--- config.mk ---
export PLATFORM = sky130hd
export DESIGN_NAME = coreb_slave_port_flat
export DESIGN_NICKNAME = d
export VERILOG_FILES = /design/src/rtl/coreb_pkg.sv /design/src/rtl/coreb_slave_port_if.sv /design/src/rtl/coreb_be_gen.sv /design/src/rtl/coreb_slave_port.sv /design/src/flat_wrapper.sv
export SDC_FILE = /design/constraint.sdc
export NUM_CORES = 1
export LEC_CHECK = 0
export ABC_CLOCK_PERIOD_IN_PS = 1700
export BUFFER_PORTS_ARGS = -buffer_cell sky130_fd_sc_hd__buf_4
export CAP_MARGIN = 15
export CORE_AREA = 2 2 75 113
export CTS_CLUSTER_DIAMETER = 30
export DETAILED_ROUTE_END_ITERATION = 10
export DIE_AREA = 0 0 77 115
export HOLD_SLACK_MARGIN = 0.08
export PLACE_DENSITY = 0.83
export SKIP_LAST_GASP = 1
export SLEW_MARGIN = 10
export SYNTH_ARGS = -nofsm -noshare
export SYNTH_HDL_FRONTEND = slang
export SYNTH_SLANG_ARGS = --single-unit
--- constraint.sdc ---
create_clock -name CLK -period 1.7 [get_ports CLK]
set_input_delay 0 -clock CLK [delete_from_list [all_inputs] [get_ports CLK]]
set_output_delay 0 -clock CLK [all_outputs]
set_load 0.1 [all_outputs]
--- src/rtl/coreb_pkg.sv ---
// Core-B shared definitions: transfer size codes, slave FSM states, data widths.
`timescale 1ns/1ps
package coreb_pkg;

  localparam int unsigned SB_W = 7;
  localparam int unsigned DW   = 32;

  localparam logic [2:0] SZ_BYTE = 3'b000;
  localparam logic [2:0] SZ_HALF = 3'b001;
  localparam logic [2:0] SZ_WORD = 3'b010;

  typedef enum logic [2:0] {
    ST_IDLE,
    ST_ACCESS,
    ST_DONE,
    ST_ERR1,
    ST_ERR2
  } state_t;

endpackage

--- src/rtl/coreb_slave_port_if.sv ---
// Core-B slave port bundle: bus-side transfer signals plus the register-access port.
`timescale 1ns/1ps
interface coreb_slave_port_if #(
  parameter int unsigned ADDR_W = 8
);
  import coreb_pkg::*;

  // bus side
  logic                 DSEL;
  logic                 MsRDY;
  logic                 MmWT;
  logic [2:0]           MmSZ;
  logic [31:0]          MmADDR;
  logic [SB_W+DW-1:0]   MmWDT;
  logic                 SRDY;
  logic                 SERR;
  logic [SB_W+DW-1:0]   SRDT;

  // register-access side
  logic                 RegReq;
  logic                 RegWr;
  logic [ADDR_W-3:0]    RegAddr;
  logic [3:0]           RegBE;
  logic [DW-1:0]        RegWDT;
  logic [DW-1:0]        RegRDT;
  logic                 RegAck;
  logic                 RegErr;

  modport slave (
    input  DSEL, MsRDY, MmWT, MmSZ, MmADDR, MmWDT, RegRDT, RegAck, RegErr,
    output SRDY, SERR, SRDT, RegReq, RegWr, RegAddr, RegBE, RegWDT
  );

  modport master (
    output DSEL, MsRDY, MmWT, MmSZ, MmADDR, MmWDT, RegRDT, RegAck, RegErr,
    input  SRDY, SERR, SRDT, RegReq, RegWr, RegAddr, RegBE, RegWDT
  );

endinterface

--- src/rtl/coreb_be_gen.sv ---
// Byte-enable generation and illegal-size / misalignment detection for one transfer.
`timescale 1ns/1ps
module coreb_be_gen
  import coreb_pkg::*;
(
  input  logic [2:0] sz,
  input  logic [1:0] lo,
  output logic [3:0] be,
  output logic       bad
);

  // decode size and low address bits into lane enables and an error flag
  always_comb begin
    be  = '0;
    bad = 1'b0;
    case (sz)
      SZ_BYTE: be = 4'b0001 << lo;
      SZ_HALF: begin
        be  = lo[1] ? 4'b1100 : 4'b0011;
        bad = lo[0];
      end
      SZ_WORD: begin
        be  = '1;
        bad = |lo;
      end
      default: bad = 1'b1;
    endcase
  end

endmodule

--- src/rtl/coreb_slave_port.sv ---
// Core-B slave responder: turns bus transfers into a req/ack register-access port,
// with size/alignment checking, a two-cycle error response and an ack timeout.
`timescale 1ns/1ps
module coreb_slave_port
  import coreb_pkg::*;
#(
  parameter int unsigned ADDR_W  = 8,
  parameter int unsigned TIMEOUT = 255
) (
  input  logic              CLK,
  input  logic              RST,
  coreb_slave_port_if.slave bus
);

  localparam int unsigned CNT_W = (TIMEOUT > 0) ? $clog2(TIMEOUT + 1) : 1;

  state_t            state;
  logic              srdy_q;
  logic              serr_q;
  logic              req_q;
  logic              wr_q;
  logic [ADDR_W-3:0] addr_q;
  logic [3:0]        be_q;
  logic [DW-1:0]     rdata_q;
  logic [CNT_W-1:0]  cnt_q;
  logic [CNT_W:0]    cnt_inc;
  logic [3:0]        be_nxt;
  logic              bad_nxt;
  logic              accept;
  logic              timeout_hit;
  logic              unused_bits;

  coreb_be_gen u_be_gen (
    .sz  (bus.MmSZ),
    .lo  (bus.MmADDR[1:0]),
    .be  (be_nxt),
    .bad (bad_nxt)
  );

  assign accept      = bus.DSEL & bus.MsRDY;
  assign cnt_inc     = {1'b0, cnt_q} + 1'b1;
  // expiry is judged on the incremented count so RegReq stays high exactly TIMEOUT cycles
  assign timeout_hit = (TIMEOUT != 0) && (32'(cnt_inc) == TIMEOUT);

  assign bus.SRDY    = srdy_q;
  assign bus.SERR    = serr_q;
  assign bus.SRDT    = {{SB_W{1'b0}}, rdata_q};
  assign bus.RegReq  = req_q;
  assign bus.RegWr   = wr_q;
  assign bus.RegAddr = addr_q;
  assign bus.RegBE   = be_q;
  assign bus.RegWDT  = bus.MmWDT[DW-1:0];

  assign unused_bits = ^{bus.MmADDR, bus.MmWDT[SB_W+DW-1:DW]};

  // transfer FSM with registered bus and register-port outputs
  always_ff @(posedge CLK or posedge RST) begin
    if (RST) begin
      state   <= ST_IDLE;
      srdy_q  <= 1'b1;
      serr_q  <= 1'b0;
      req_q   <= 1'b0;
      wr_q    <= 1'b0;
      addr_q  <= '0;
      be_q    <= '0;
      rdata_q <= '0;
      cnt_q   <= '0;
    end else begin
      case (state)
        ST_IDLE, ST_DONE, ST_ERR2: begin
          if (accept) begin
            wr_q   <= bus.MmWT;
            addr_q <= bus.MmADDR[ADDR_W-1:2];
            be_q   <= be_nxt;
            cnt_q  <= '0;
            if (bad_nxt) begin
              state  <= ST_ERR1;
              srdy_q <= 1'b0;
              serr_q <= 1'b1;
              req_q  <= 1'b0;
            end else begin
              state  <= ST_ACCESS;
              srdy_q <= 1'b0;
              serr_q <= 1'b0;
              req_q  <= 1'b1;
            end
          end else begin
            state  <= ST_IDLE;
            srdy_q <= 1'b1;
            serr_q <= 1'b0;
            req_q  <= 1'b0;
          end
        end
        // ack is checked before the timeout so a same-cycle ack completes normally
        ST_ACCESS: begin
          if (bus.RegAck) begin
            req_q <= 1'b0;
            if (bus.RegErr) begin
              state  <= ST_ERR1;
              srdy_q <= 1'b0;
              serr_q <= 1'b1;
            end else begin
              state  <= ST_DONE;
              srdy_q <= 1'b1;
              serr_q <= 1'b0;
              if (!wr_q) rdata_q <= bus.RegRDT;
            end
          end else if (timeout_hit) begin
            state  <= ST_ERR1;
            srdy_q <= 1'b0;
            serr_q <= 1'b1;
            req_q  <= 1'b0;
          end else begin
            cnt_q <= cnt_inc[CNT_W-1:0];
          end
        end
        ST_ERR1: begin
          state  <= ST_ERR2;
          srdy_q <= 1'b1;
          serr_q <= 1'b1;
          req_q  <= 1'b0;
        end
        default: begin
          state  <= ST_IDLE;
          srdy_q <= 1'b1;
          serr_q <= 1'b0;
          req_q  <= 1'b0;
        end
      endcase
    end
  end

endmodule

--- src/flat_wrapper.sv ---
// flat-port wrapper written by rule: the top's interface ports become plain ports
module coreb_slave_port_flat import coreb_pkg::*;
#(
  parameter int unsigned ADDR_W  = 8,
  parameter int unsigned TIMEOUT = 255
)
  (CLK, RST, bus_DSEL, bus_MsRDY, bus_MmWT, bus_MmSZ, bus_MmADDR, bus_MmWDT, bus_RegRDT, bus_RegAck, bus_RegErr, bus_SRDY, bus_SERR, bus_SRDT, bus_RegReq, bus_RegWr, bus_RegAddr, bus_RegBE, bus_RegWDT);
  coreb_slave_port_if #(.ADDR_W(ADDR_W)) bus_i ();
  input  logic CLK;
  input  logic RST;
  input wire logic [$bits(bus_i.DSEL)-1:0] bus_DSEL;
  input wire logic [$bits(bus_i.MsRDY)-1:0] bus_MsRDY;
  input wire logic [$bits(bus_i.MmWT)-1:0] bus_MmWT;
  input wire logic [$bits(bus_i.MmSZ)-1:0] bus_MmSZ;
  input wire logic [$bits(bus_i.MmADDR)-1:0] bus_MmADDR;
  input wire logic [$bits(bus_i.MmWDT)-1:0] bus_MmWDT;
  input wire logic [$bits(bus_i.RegRDT)-1:0] bus_RegRDT;
  input wire logic [$bits(bus_i.RegAck)-1:0] bus_RegAck;
  input wire logic [$bits(bus_i.RegErr)-1:0] bus_RegErr;
  output wire logic [$bits(bus_i.SRDY)-1:0] bus_SRDY;
  output wire logic [$bits(bus_i.SERR)-1:0] bus_SERR;
  output wire logic [$bits(bus_i.SRDT)-1:0] bus_SRDT;
  output wire logic [$bits(bus_i.RegReq)-1:0] bus_RegReq;
  output wire logic [$bits(bus_i.RegWr)-1:0] bus_RegWr;
  output wire logic [$bits(bus_i.RegAddr)-1:0] bus_RegAddr;
  output wire logic [$bits(bus_i.RegBE)-1:0] bus_RegBE;
  output wire logic [$bits(bus_i.RegWDT)-1:0] bus_RegWDT;
  assign bus_i.DSEL = bus_DSEL;
  assign bus_i.MsRDY = bus_MsRDY;
  assign bus_i.MmWT = bus_MmWT;
  assign bus_i.MmSZ = bus_MmSZ;
  assign bus_i.MmADDR = bus_MmADDR;
  assign bus_i.MmWDT = bus_MmWDT;
  assign bus_i.RegRDT = bus_RegRDT;
  assign bus_i.RegAck = bus_RegAck;
  assign bus_i.RegErr = bus_RegErr;
  assign bus_SRDY = bus_i.SRDY;
  assign bus_SERR = bus_i.SERR;
  assign bus_SRDT = bus_i.SRDT;
  assign bus_RegReq = bus_i.RegReq;
  assign bus_RegWr = bus_i.RegWr;
  assign bus_RegAddr = bus_i.RegAddr;
  assign bus_RegBE = bus_i.RegBE;
  assign bus_RegWDT = bus_i.RegWDT;
  coreb_slave_port #(.ADDR_W(ADDR_W), .TIMEOUT(TIMEOUT)) u_core (.CLK(CLK), .RST(RST), .bus(bus_i));
endmodule
# Word level (Yosys, flattened, before mapping)
# Cells that the tools add are included.
# word_totals
reg_bits	57
output_inout_bits	85
elab_cells	61
# op_classes
n_addsub	1
eq_ne	11
n_shift	1
muxes	28
bitwise_logic	3
reduce_logical	8
# ops
operator	count
2-to-1 mux 8 bit	3
case mux 8 bit (2 select lines)	1
2-to-1 mux 1 bit	13
case mux 4 bit (3 select lines)	1
adder 8 x 1 -> 9 bit, second input constant	1
equality test 3 x 2 -> 1 bit, second input constant	3
equality test 9 x 8 -> 1 bit, second input constant	1
case mux 3 bit (3 select lines)	1
AND reduction 4 bit	2
equality test 3 x 1 -> 1 bit, second input constant	2
zero test 3 bit	2
2-to-1 mux 3 bit	2
case mux 1 bit (3 select lines)	2
2-to-1 mux 2 bit	2
2-to-1 mux 4 bit	1
!= test 2 bit, second input constant	2
case mux 1 bit (2 select lines)	2
<< shifter 1 x 2 -> 4 bit, first input constant	1
equality test 3 bit, second input constant	1
!= test 3 x 2 -> 1 bit, second input constant	1
OR reduction 3 bit	1
!= test 2 x 1 -> 1 bit, second input constant	1
NOT 1 bit	2
AND reduction 2 bit	1
3 further kinds	3

# Depth between registers and ports, before layout
# Gate-level depths: netlist of run 1.
# logic_depth
depth_word	5
depth_mapped	7
depth_no_buf	7

# Cells and area by module
# A second synthesis of run 1 with hierarchy kept.
# unflattened
hier_cells	257
hier_area_um2	2931.6
# by_module_without_submodules
module	n_inst	cells_each	area_each_um2
coreb_slave_port	1	242	2854.0
coreb_be_gen	1	15	77.6

# Worst setup path before layout of run 1
# OpenSTA, ideal clock, no wires.
# synth_path
kind	flip-flop to flip-flop
from	register u_core.wr_q, in the netlist u_core.bus.RegWr
to	register u_core.rdata_q[0]
arrival_ps	1803
setup_slack_ps	-229
path_stages_with_launch	5
path_buffers	2
synth_period_minus_slack_ps	1929
cell_sequence	dfrtp_1 or3_1 buf_2 buf_6 mux2_4
# synth_between
elab_chain_len	2
# synth_rtl
item	line	source
start, declared	coreb_slave_port.sv:21	logic wr_q;
start signal, assigned	coreb_slave_port.sv:72	wr_q <= bus.MmWT;
NOT 1 bit (no line)	n/a	
AND reduction 4 bit (no line)	n/a	
end signal, assigned	coreb_slave_port.sv:106	if (!wr_q) rdata_q <= bus.RegRDT;
end, declared	coreb_slave_port.sv:24	logic [DW-1:0] rdata_q;
# Every way passes these cells.
# A chain may end at the register's enable or synchronous reset.

# Final worst setup path of run 1
# layout_path
from	register u_core.cnt_q[0]
to	register u_core.cnt_q[0]
# layout_between
elab_chain_len	4
elab_cells_between_ends	7
classes_between	add/sub (1); eq/ne (2); mux (3); reduce/logical (1)
# layout_rtl
item	line	source
start, declared	coreb_slave_port.sv:25	logic [CNT_W-1:0] cnt_q;
start signal, assigned	coreb_slave_port.sv:114	cnt_q <= cnt_inc[CNT_W-1:0];
adder 8 x 1 -> 9 bit *	coreb_slave_port.sv:41	assign cnt_inc = {1'b0, cnt_q} + 1'b1;
equality test 9 x 8 -> 1 bit / 2-to-1 mux 8 bit (equally long branches)	coreb_slave_port.sv:43, coreb_slave_port.sv:108	
!= test 2 bit (no line) / 2-to-1 mux 8 bit (equally long branches)	n/a	
AND reduction 4 bit (no line) / case mux 8 bit (2 select lines) (equally long branches)	n/a	
# Every way passes the cells marked *; elsewhere a longest branch is shown, timed or not. The select of a mux whose other input is x is not followed.

==> results of run 1 <==
flip-flops by register name, indices dropped and copies added, names as in the netlist:
signal and cells:
u_core.bus.RegAddr 6, u_core.bus.RegBE 4, u_core.bus.RegReq 1, u_core.bus.RegWr 1, u_core.bus.SERR 1, u_core.bus.SRDY 1
u_core.cnt_q 8, u_core.rdata_q 32, u_core.state 3
logic make-up (layout without fill, tap and decap cells):
group	count (synthesis)	count (layout)
simple gates	62	62
flops	57	57
buf+inv	54	223
mux	35	35
compound gates	29	29
xor+xnor	5	5
fa+ha+maj	2	2
other cells	1	7
power groups by stage:
stage | combinational [uW] | clock (uW) | sequential, uW
floorplan | 1440 | 0 | 5920
global placement | 5960 | 0 | 2260
detailed placement | 6010 | 0 | 2290
CTS | 6560 | 1980 | 2300
global route | 6920 | 2060 | 2430
finish | 6770 | 1990 | 2400
worst max-delay path: stages (launching register included):
cell and delay, ns:
dfrtp_1 0.42, ha_4 0.22, nand3_2 0.09, mux2i_2 0.20, a221oi_2 0.08, a2111o_1 0.37
o21ai_4 0.26, mux2i_1 0.22
per-layer routing:
layer | wire length (um) | share of wire (%)
met5 | 0 | 0
met4 | 626 | 5.8
met3 | 964 | 9.0
met2 | 5500 | 51
met1 | 3640 | 34
timing repair:
item / in CTS / in global routing
endpoints found under the setup margin: 42 / 46
pin swaps: 6 / 1
hold buffers: 80 / 0
resized for setup: 14 / 10
cloned: 1 / 2
hold endpoints to repair: 134 / 0
buffers inserted: 3 / 2
cell usage after synthesis, drive strengths merged, types with 3 or more instances:
master / count / area [sq um]
xor2: 3 / 26.3
mux2: 32 / 473
nand2: 34 / 128
mux2i: 3 / 30.0
clkbuf: 3 / 11.3
nand2b: 3 / 18.8
and3: 3 / 18.8
nand3: 3 / 15.0
inv: 6 / 22.5
dfrtp: 56 / 1400
o21ai: 9 / 56.3
a21oi: 6 / 30.0
buf: 45 / 342
nor2: 11 / 41.3
stage by stage:
stage	hold WS (ns)	total power (uW)	cell area (sq um)	TNS, ns
CTS	0.201	10800	4780	-2.85
floorplan	0.105	7360	2910	-3.27
global placement	-0.0233	8220	3550	-5.28
detailed placement	-0.0105	8310	3550	-6.74
global route	0.229	11400	4880	-7.91
finish	0.203	11200	4880	-6.72
worst min-delay path by stage:
stage,startpoint,to,slack [ns],cells past startpoint
global placement,RST,u_core.rdata_q[16],-0.02,2
detailed placement,RST,u_core.rdata_q[13],-0.01,2
global route,RST,u_core.rdata_q[4],0.23,3
CTS,RST,u_core.rdata_q[13],0.20,3
floorplan,bus_MmWT,u_core.bus.RegWr,0.11,2
finish,RST,u_core.rdata_q[4],0.20,3
final cells by class:
cell class	instances	area, sq um
inverter	6	22.5
multi-input combinational	140	1170
timing repair buffer	201	1800
fill	532	3030
clock inverter	5	77.6
tap	105	131
clock buffer	11	253
sequential	57	1430
cells in the final DEF, fill, tap and decap left out, drive strengths merged, types with 2 or more instances in the layout:
cell type    instances
mux2i                3
mux2                32
nand2b               3
ha                   2
a21oi                6
clkbuf              13
and2                 2
conb                 7
dlygate4sd3         80
dfrtp               56
buf                119
and3                 3
o31ai                2
nor2                11
o21ai                9
nand2               34
inv                  6
bufinv               2
nand3                3
clkinv               2
xor2                 3
xnor2                2
==> impl_results.md, run 1 <==
* Status: finished, violations left
* Violated checks: setup timing
* Place WS at -0.201 ns
* Mux share of post-synthesis cell area at between 15 and 20%
* Worst setup EP type: register
* Logic gate share of total power at 60.7%
* Clock latency on the worst-skew pair at 0.33 ns
* DR iter-0 viols at 232
* Slew Limit Fails at 0
* Compound-Gate Fraction of Synth Area at 7.18%
* First-pass GRT wire length at 14,600 um
* Worst EP arrival at approximately 2.2 ns
* First drt pass iteration count at 5
* Die Wd at 77 um
* Crit Path Category: reg2reg
* Post-DP HPWL at 4750 um
* Root Driver: clkbuf_16
* Initial antenna violation count at 0
* RR Startpoint: u_core.cnt_q[0]
* Via density at 5.10
* Crit Path Max Fanout at 7
* Clk pwr share at 17.8%
* Maximum clock path buffer count at 2
* Global Route Usage Sum at between 20 and 25%
* Netlist cell types at 42
* I/O Buffers at 95
* GRT Max-Usage Layer: met2
* VDD IR-drop max at 1.31 mV
* EDFF count, synth at 0
* Initial core utilization at 36.2%
* Final core utilization at 61.7%
* Final Critical Period at 1.94 ns
* RR Endpoint: u_core.cnt_q[0]
* Synth Area in XOR/XNOR at under 10%
* Grt met3 use at 6.36%
* Crit path to: u_core.cnt_q[0]
* # DRC at 0
* Core area at slightly below 8000 sq um
* Setup violations, final at 41
* GP Congestion at around 0.82
* Cells after DPL at roughly 420
* Startpoint types: register
* Internal power at approximately 5000 uW
* Met1 usage at a little under a quarter
* Post-route ant nets at 0
* Die Ht at 115 um
* Register bit total from synthesis at 57
* Predominant post-synthesis flop cell: dfrtp_1
* Die area at 8860 sq um
* GRT overflow at 0
* Max frequency at 0.515 GHz
* Adder-Cell Fraction of Synth Area at 0.875%
* Seq pwr share at 21.5%
* Least-Margin Pin Slew at between 1 and 1.5 ns
* Mapped Cells at 245
* Synth warnings at 0
* P per Cell Area at 2290 nW/um^2
* TritonCTS clock tree: done
* Reg2reg path depth at 7
* Crit path launch: u_core.cnt_q[0]
* Crit share post-route at 114%
* Req. time, crit path at around 2.0 ns
* Net Sw Frac at 55.3%
* Vias at 2,680
* CTS clk-pin slew, worst paths at approximately 0.060 ns
* Total of max-cap violations at 0
* Post-synthesis simple-gate area fraction at 9.63%
* Reg2Reg Setup Slack at -0.24 ns
* Final hold vios at 0
* Unrepaired setup endpoints after global routing: true
* Number of global-route vias before repair at 2,615
* I/O pins at between 150 and 200
* WL final at about 11,000 um
* Largest family of logic cells by synthesized area: multiplexers
* Post-synthesis cell area at 2860 sq um
* Fin cells at 525
* Total CTS buffers at 9
* Clk sink count at 57
* Max-slew headroom at 31.7%
* Synthesis-to-layout area growth at 70.7%
* Synthesized area per cell at 11.7 sq um
* Share of cells above drive strength 1 at between 40% and 50%
* Switch Pwr at 6170 uW
* Average wire per standard cell at 20.5 um
* Lkg Pwr at 0.00247 uW
* Pin count of the biggest net entering global routing at 44
* Post-synthesis sequential area ratio at 49.9%
* Grt met2 use at 40.0%
* H-tree Lvls at 3
* Final Skew at ~0.009 ns
* Ys async rst share at 100%
* Cell row count at 40
* Final nets at 530
* Antenna Diode Count at 0
* Hold crit path type: in2async
* Final worst setup slack at -0.242 ns
(Power assumes the default switching activity.)
==> inputs of run 2 (changes only) <==
CELL_PAD_IN_SITES_DETAIL_PLACEMENT = 1   (was default)
CELL_PAD_IN_SITES_GLOBAL_PLACEMENT = 1   (was default)
CORE_AREA = 2 2 88 132   (was 2 2 75 113)
DIE_AREA = 0 0 90 134   (was 0 0 77 115)
==> impl_results.md, run 2 (synthesis results as in run 1) <==
* Final worst setup slack at -0.140 ns (+0.101 ns)
* Average wire per standard cell at 16.2 um (-21%)
* Post-route ant nets at 0 (unchanged)
* Number of global-route vias before repair at 2,691 (+2.9%)
* Hold crit path type: in2reg
* Most frequent cells in the layout: buf_4, dlygate4sd3_1, dfrtp_1, nand2_1, mux2_4
* Unrepaired setup endpoints after global routing: true
* Final Skew at 0.00892 ns (-0.0000654 ns)
* Root Driver: clkbuf_16
* Worst setup EP type: register
* Initial antenna violation count at 0 (unchanged)
* Hold path endpoint: u_core.bus.RegWr
* Status: finished, violations left
* H-tree Lvls at 3 (unchanged)
* First-pass GRT wire length at 14,100 um (-3.7%)
* Max frequency at 0.543 GHz (+5.5%)
* Violated checks: setup timing
* Die area at 12,100 sq um (+36%)
* Most common cell after layout, fill and taps aside: buf_4
* GRT overflow at 0 (unchanged)
* P per Cell Area at 2230 nW/um^2 (-2.3%)
* RR Startpoint: u_core.state[1]
* Setup violations, final at 42 (+2.4%)
* Crit share post-route at 108% (-6.0 points)
* Fin cells at 565 (+7.6%)
* Die Ht at 134 um (+17%)
* WHS Path Cells at 6
* Final hold vios at 0 (unchanged)
* Antenna Diode Count at 0 (unchanged)
* VDD IR-drop max at 0.623 mV (-53%)
* Startpoint types: register
* Post-DP HPWL at 5470 um (+15%)
* Req. time, crit path at 1.90 ns (-0.05 ns)
* Area used by multi-input combinational logic at 1140 sq um (-3.0%)
* First drt pass iteration count at 4 (-1)
* I/O pins at 198 (unchanged)
* Final nets at 528 (-0.38%)
* Vias at 2,428 (-9.4%)
* CTS clk-pin slew, worst paths at 0.05 ns (about the same)
* Die Wd at 90 um (+17%)
* Filler instances at 1,183 (+120%)
* DR iter-0 viols at 54 (-77%)
* Share of cells above drive strength 1 at 44.3% (-1.9 points)
* Register area at 1430 sq um (unchanged)
* Initial core utilization at 26.1% (-10 points)
* TritonCTS clock tree: done
* Slew Limit Fails at 0 (unchanged)
* Reg2Reg Setup Slack at -0.14 ns (+0.10 ns)
* Min-delay src: bus_MsRDY
* Cell row count at 47 (+18%)
* Final Critical Period at 1.84 ns (-0.101 ns)
* Crit Path Category: reg2reg
* RR Endpoint: u_core.rdata_q[10]
* Total CTS buffers at 9 (unchanged)
* Maximum clock path buffer count at 2 (unchanged)
* Place WS at -0.236 ns (-0.0355 ns)
* Max-slew headroom at 34.3% (+2.6 points)
* Lkg Pwr at 0.00243 uW (-1.4%)
* Global Route Usage Sum at 14.9% (-7.2 points)
* Pin count of the biggest net entering global routing at 27 (-39%)
* Least-Margin Pin Slew at 0.983 ns (-0.0384 ns)
* Synthesis-to-layout area growth at 69.5%
* Clk sink count at 57 (unchanged)
* WL final at 9170 um (-15%)
* GP Congestion at 0.751 (-7.9%)
* Cells after DPL at 464 (+10%)
* Largest reg by FF count: u_core.rdata_q
* Worst EP arrival at 2.04 ns (-0.15 ns)
* WHS at 0.238 ns (+0.0342 ns)
* Via density at 4.30 (-16%)
* # DRC at 0 (unchanged)
* Reg2reg path depth at 4 (-3)
* I/O Buffers at 95 (unchanged)
* Clock latency on the worst-skew pair at 0.32 ns (about the same)
* Total of max-cap violations at 0 (unchanged)
* Max reg flops at 32 (unchanged)
* Crit Path Max Fanout at 8 (+1)
* Core area at 10,900 sq um (+38%)
-- run 2: cell types whose count changed in the layout (fill, tap and decap cells not counted), sizes merged --
cell and change:
buf -2, clkbuf -1, clkinv +1
-- run 2: critical path: stages (launching register included) --
cell       delay, ns
dfrtp_1         0.39
or3b_4          0.38
or3_4           0.42
clkbuf_16       0.21
mux2_4          0.30
-- run 2: where the power goes --
group          leakage (uW)  internal (uW)  total, uW  switching (uW)
Combinational       0.00157           1660       6640            4980
Sequential         0.000715           1930       2310             374
Clock              0.000152           1270       1880             605
-- run 2: routing by layer --
| metal | GRT usage [%] | part of all wire (%) | up-vias |
|---|---|---|---|
| met5 | 0 | 0 | - |
| met2 | 27.9 | 54 | 122 |
| li1 | - | - | 1113 |
| met3 | 4.10 | 6.2 | 7 |
| met1 | 16.3 | 39 | 1186 |
| met4 | 4.44 | 1.2 | 0 |
-- run 2: how the worst max path moves through the flow --
stage | from | to | slack [ns] | cells after the start
after floorplan | u_core.state[2] | u_core.rdata_q[0] | -0.09 | 5
after global placement | u_core.state[2] | u_core.rdata_q[12] | -0.16 | 4
after detailed placement | u_core.cnt_q[1] | u_core.cnt_q[1] | -0.24 | 7
after CTS | u_core.cnt_q[0] | u_core.cnt_q[1] | -0.12 | 7
after global routing | u_core.cnt_q[1] | u_core.cnt_q[3] | -0.22 | 8
final | u_core.state[1] | u_core.rdata_q[10] | -0.14 | 4
-- run 2: stage by stage --
| step | instance area, sq um | util (%) | TNS [ns] | power, uW |
|---|---|---|---|---|
| 4_1_cts | 4770 | 43.7 | -3.71 | 10800 |
| 2_1_floorplan | 2910 | - | -3.27 | 7360 |
| 3_3_place_gp | 3600 | 32.9 | -5.97 | 8230 |
| 3_5_place_dp | 3600 | 32.9 | -7.39 | 8370 |
| 5_1_grt | 4840 | 44.3 | -6.93 | 11200 |
| 6_report | 4840 | 44.3 | -4.55 | 10800 |
-- run 2: cell type report --
cell class | count | share of cell area, %
repair buffers | 199 | 36.4
flip-flops and latches | 57 | 29.5
well taps | 147 | 3.80
clock inverters | 6 | 1.70
clock buffers | 10 | 4.73
inverters | 6 | 0.465
multi-input cells | 140 | 23.5
-- run 2: repair_timing --
| item | CTS | global route |
|---|---|---|
| resized for setup | 9 | 3 |
| hold buffers | 80 | 0 |
| endpoints found under the setup margin | 42 | 43 |
| pin swaps | 7 | 2 |
| hold endpoints to repair | 95 | 0 |
| setup buffers | 1 | 1 |
| cloned | 1 | 2 |
==> inputs of run 3 (changes only) <==
ABC_CLOCK_PERIOD_IN_PS = 2200   (was 1700)
CORE_AREA = 2 2 81 121   (was 2 2 88 132)
CTS_CLUSTER_DIAMETER = 40   (was 30)
DIE_AREA = 0 0 83 123   (was 0 0 90 134)
GPL_TIMING_DRIVEN = 0   (was default)
PLACE_DENSITY = 0.91   (was 0.83)
clock period = 2.2 ns   (was 1.7 ns; I/O delays follow)
==> impl_results.md, run 3 (synthesis results as in run 1) <==
* Pin count of the biggest net entering global routing at 40 (+48%)
* Clk pwr share at 15.6% (-1.7 points)
* Least-Margin Pin Slew at 0.580 ns (-0.403 ns)
* Average wire per standard cell at 16.1 um (-0.66%)
* Initial antenna violation count at 0 (unchanged)
* Startpoint types: register
* Most common cell after layout, fill and taps aside: buf_4
* Total of max-cap violations at 0 (unchanged)
* Cell row count at 43 (-8.5%)
* First drt pass iteration count at 4 (unchanged)
* Final Skew at 0.00382 ns (-0.00510 ns)
* Root Driver: clkbuf_16
* Share of cells above drive strength 1 at 51.1% (+6.9 points)
* Post-route ant nets at 0 (unchanged)
* VDD IR-drop max at 1.22 mV (+96%)
* # DRC at 0 (unchanged)
* Core area at 9200 sq um (-16%)
* Seq pwr share at 22.3% (+1.0 points)
* Req. time, crit path at 2.44 ns (+0.54 ns)
* Internal power at 3520 uW (-28%)
* Global Route Usage Sum at 18.0% (+3.2 points)
* Post-DP HPWL at 6020 um (+10%)
* Most frequent cells in the layout: buf_4, dfrtp_1, dlygate4sd3_1, nand2_1, mux2_4
* Final nets at 552 (+4.5%)
* DR iter-0 viols at 59 (+9.3%)
* Antenna Diode Count at 0 (unchanged)
* Final core utilization at 51.6% (+7.3 points)
* Final hold vios at 0 (unchanged)
* Met1 usage at 19.7% (+3.5 points)
* Max reg flops at 32 (unchanged)
* Maximum clock path buffer count at 2 (unchanged)
* Clock latency on the worst-skew pair at 0.31 ns (about the same)
* Worst EP arrival at 2.32 ns (+0.28 ns)
* Crit share post-route at 94.3% (-14 points)
* Final instance area at 4750 sq um (-2.0%)
* Max-slew headroom at 61.2% (+27 points)
* GP Congestion at 0.755 (+0.57%)
* Net Sw Frac at 56.3% (+1.3 points)
* Die area at 10,200 sq um (-15%)
* Hold crit path type: in2reg
* Status: completed
* Grt met3 use at 5.07% (+0.97 points)
* Max frequency at 0.482 GHz (-11%)
* DP Area at 4000 sq um (+11%)
* Total CTS buffers at 9 (unchanged)
* First-pass GRT wire length at 14,400 um (+2.6%)
* TritonCTS clock tree: done
* Setup TNS at 0 ns (+4.55 ns)
* Grt met2 use at 33.3% (+5.4 points)
* I/O pins at 198 (unchanged)
* Die Wd at 83 um (-7.8%)
* Setup violations, final at 0 (-100%)
* CTS clk-pin slew, worst paths at 0.05 ns (about the same)
* GRT Max-Usage Layer: met2
* Final Critical Period at 2.08 ns (+0.235 ns)
* Worst setup EP type: register
* GRT overflow at 0 (unchanged)
* Via density at 4.50 (+4.7%)
* Unrepaired setup endpoints after global routing: true
* H-tree Lvls at 3 (unchanged)
* Synthesis-to-layout area growth at 66.0%
* Number of global-route vias before repair at 2,799 (+4.0%)
* Fin cells at 554 (-1.9%)
* Cells after DPL at 491 (+5.8%)
* Clk sink count at 57 (unchanged)
* Die Ht at 123 um (-8.2%)
* Lkg Pwr at 0.00251 uW (+2.9%)
* Vias at 2,492 (+2.6%)
* Switch Pwr at 4530 uW (-24%)
* I/O Buffers at 127 (+34%)
* Filler instances at 1,009 (-15%)
* Crit Path Max Fanout at 7 (-1)
* P per Cell Area at 1700 nW/um^2 (-24%)
* WL final at 8930 um (-2.6%)
* Largest reg by FF count: u_core.rdata_q
* Logic gate share of total power at 62.1% (+0.8 points)
* Slew Limit Fails at 0 (unchanged)
* Crit Path Category: reg2reg
* Initial core utilization at 31.1% (+4.9 points)
run 3: layout make-up:
class | count | area, sq um | area share [%]
Buffer | 48 | 353 | 7.43
Clock buffer | 13 | 260 | 5.48
Clock inverter | 3 | 15.0 | 0.316
Inverter | 6 | 22.5 | 0.474
Multi-Input combinational cell | 140 | 1080 | 22.9
Sequential cell | 57 | 1430 | 30.1
Tap cell | 112 | 140 | 2.95
Timing Repair Buffer | 175 | 1440 | 30.4
run 3: routing by layer:
layer	vias to the layer above	wire length, um
met1	1187	3420
met5	-	0
met2	125	4730
met3	17	588
li1	1163	-
met4	0	191
run 3: per-stage QoR:
stage	setup slack, ns	total power, uW	hold slack [ns]
floorplan	0.271	5670	0.105
global placement	0.119	6590	0.191
detailed placement	0.155	6720	0.0269
CTS	0.139	8070	0.0816
global route	-0.0148	8360	0.122
finish	0.124	8050	0.0862
run 3: timing repair:
action                                  CTS  global route
endpoints found under the setup margin    0             3
buffers inserted                          0             0
gates resized for setup                   0             2
endpoints found under the hold margin   102             0
hold buffers                             47             0
run 3: power by group through the flow:
stage	sequential [uW]	clock [uW]	combinational [uW]
global placement	1740	0	4850
finish	1800	1250	5000
CTS	1790	1280	4990
global route	1860	1340	5160
detailed placement	1810	0	4910
floorplan	4570	0	1090
run 3: final timing paths:
kind | slack (ns) | cells after the start | from | endpoint
max | 0.12 | 7 | u_core.cnt_q[0] | u_core.cnt_q[1]
max in group asynchronous | 1.31 | 4 | RST | u_core.bus.SRDY
max reg2reg | 0.12 | 7 | u_core.cnt_q[0] | u_core.cnt_q[1]
min | 0.09 | 4 | bus_RegErr | u_core.state[0]
min reg2reg | 0.48 | 2 | u_core.bus.RegAddr[3] | u_core.bus.RegAddr[3]
min in group asynchronous | 0.27 | 3 | RST | u_core.rdata_q[12]
run 3: worst max-delay path, stage by stage, from the launching register on:
cell,delay (ns)
dfrtp_1,0.42
and2_1,0.15
buf_2,0.18
xor2_1,0.17
nand2_1,0.08
a2111o_1,0.48
o21ai_4,0.30
mux2i_1,0.22
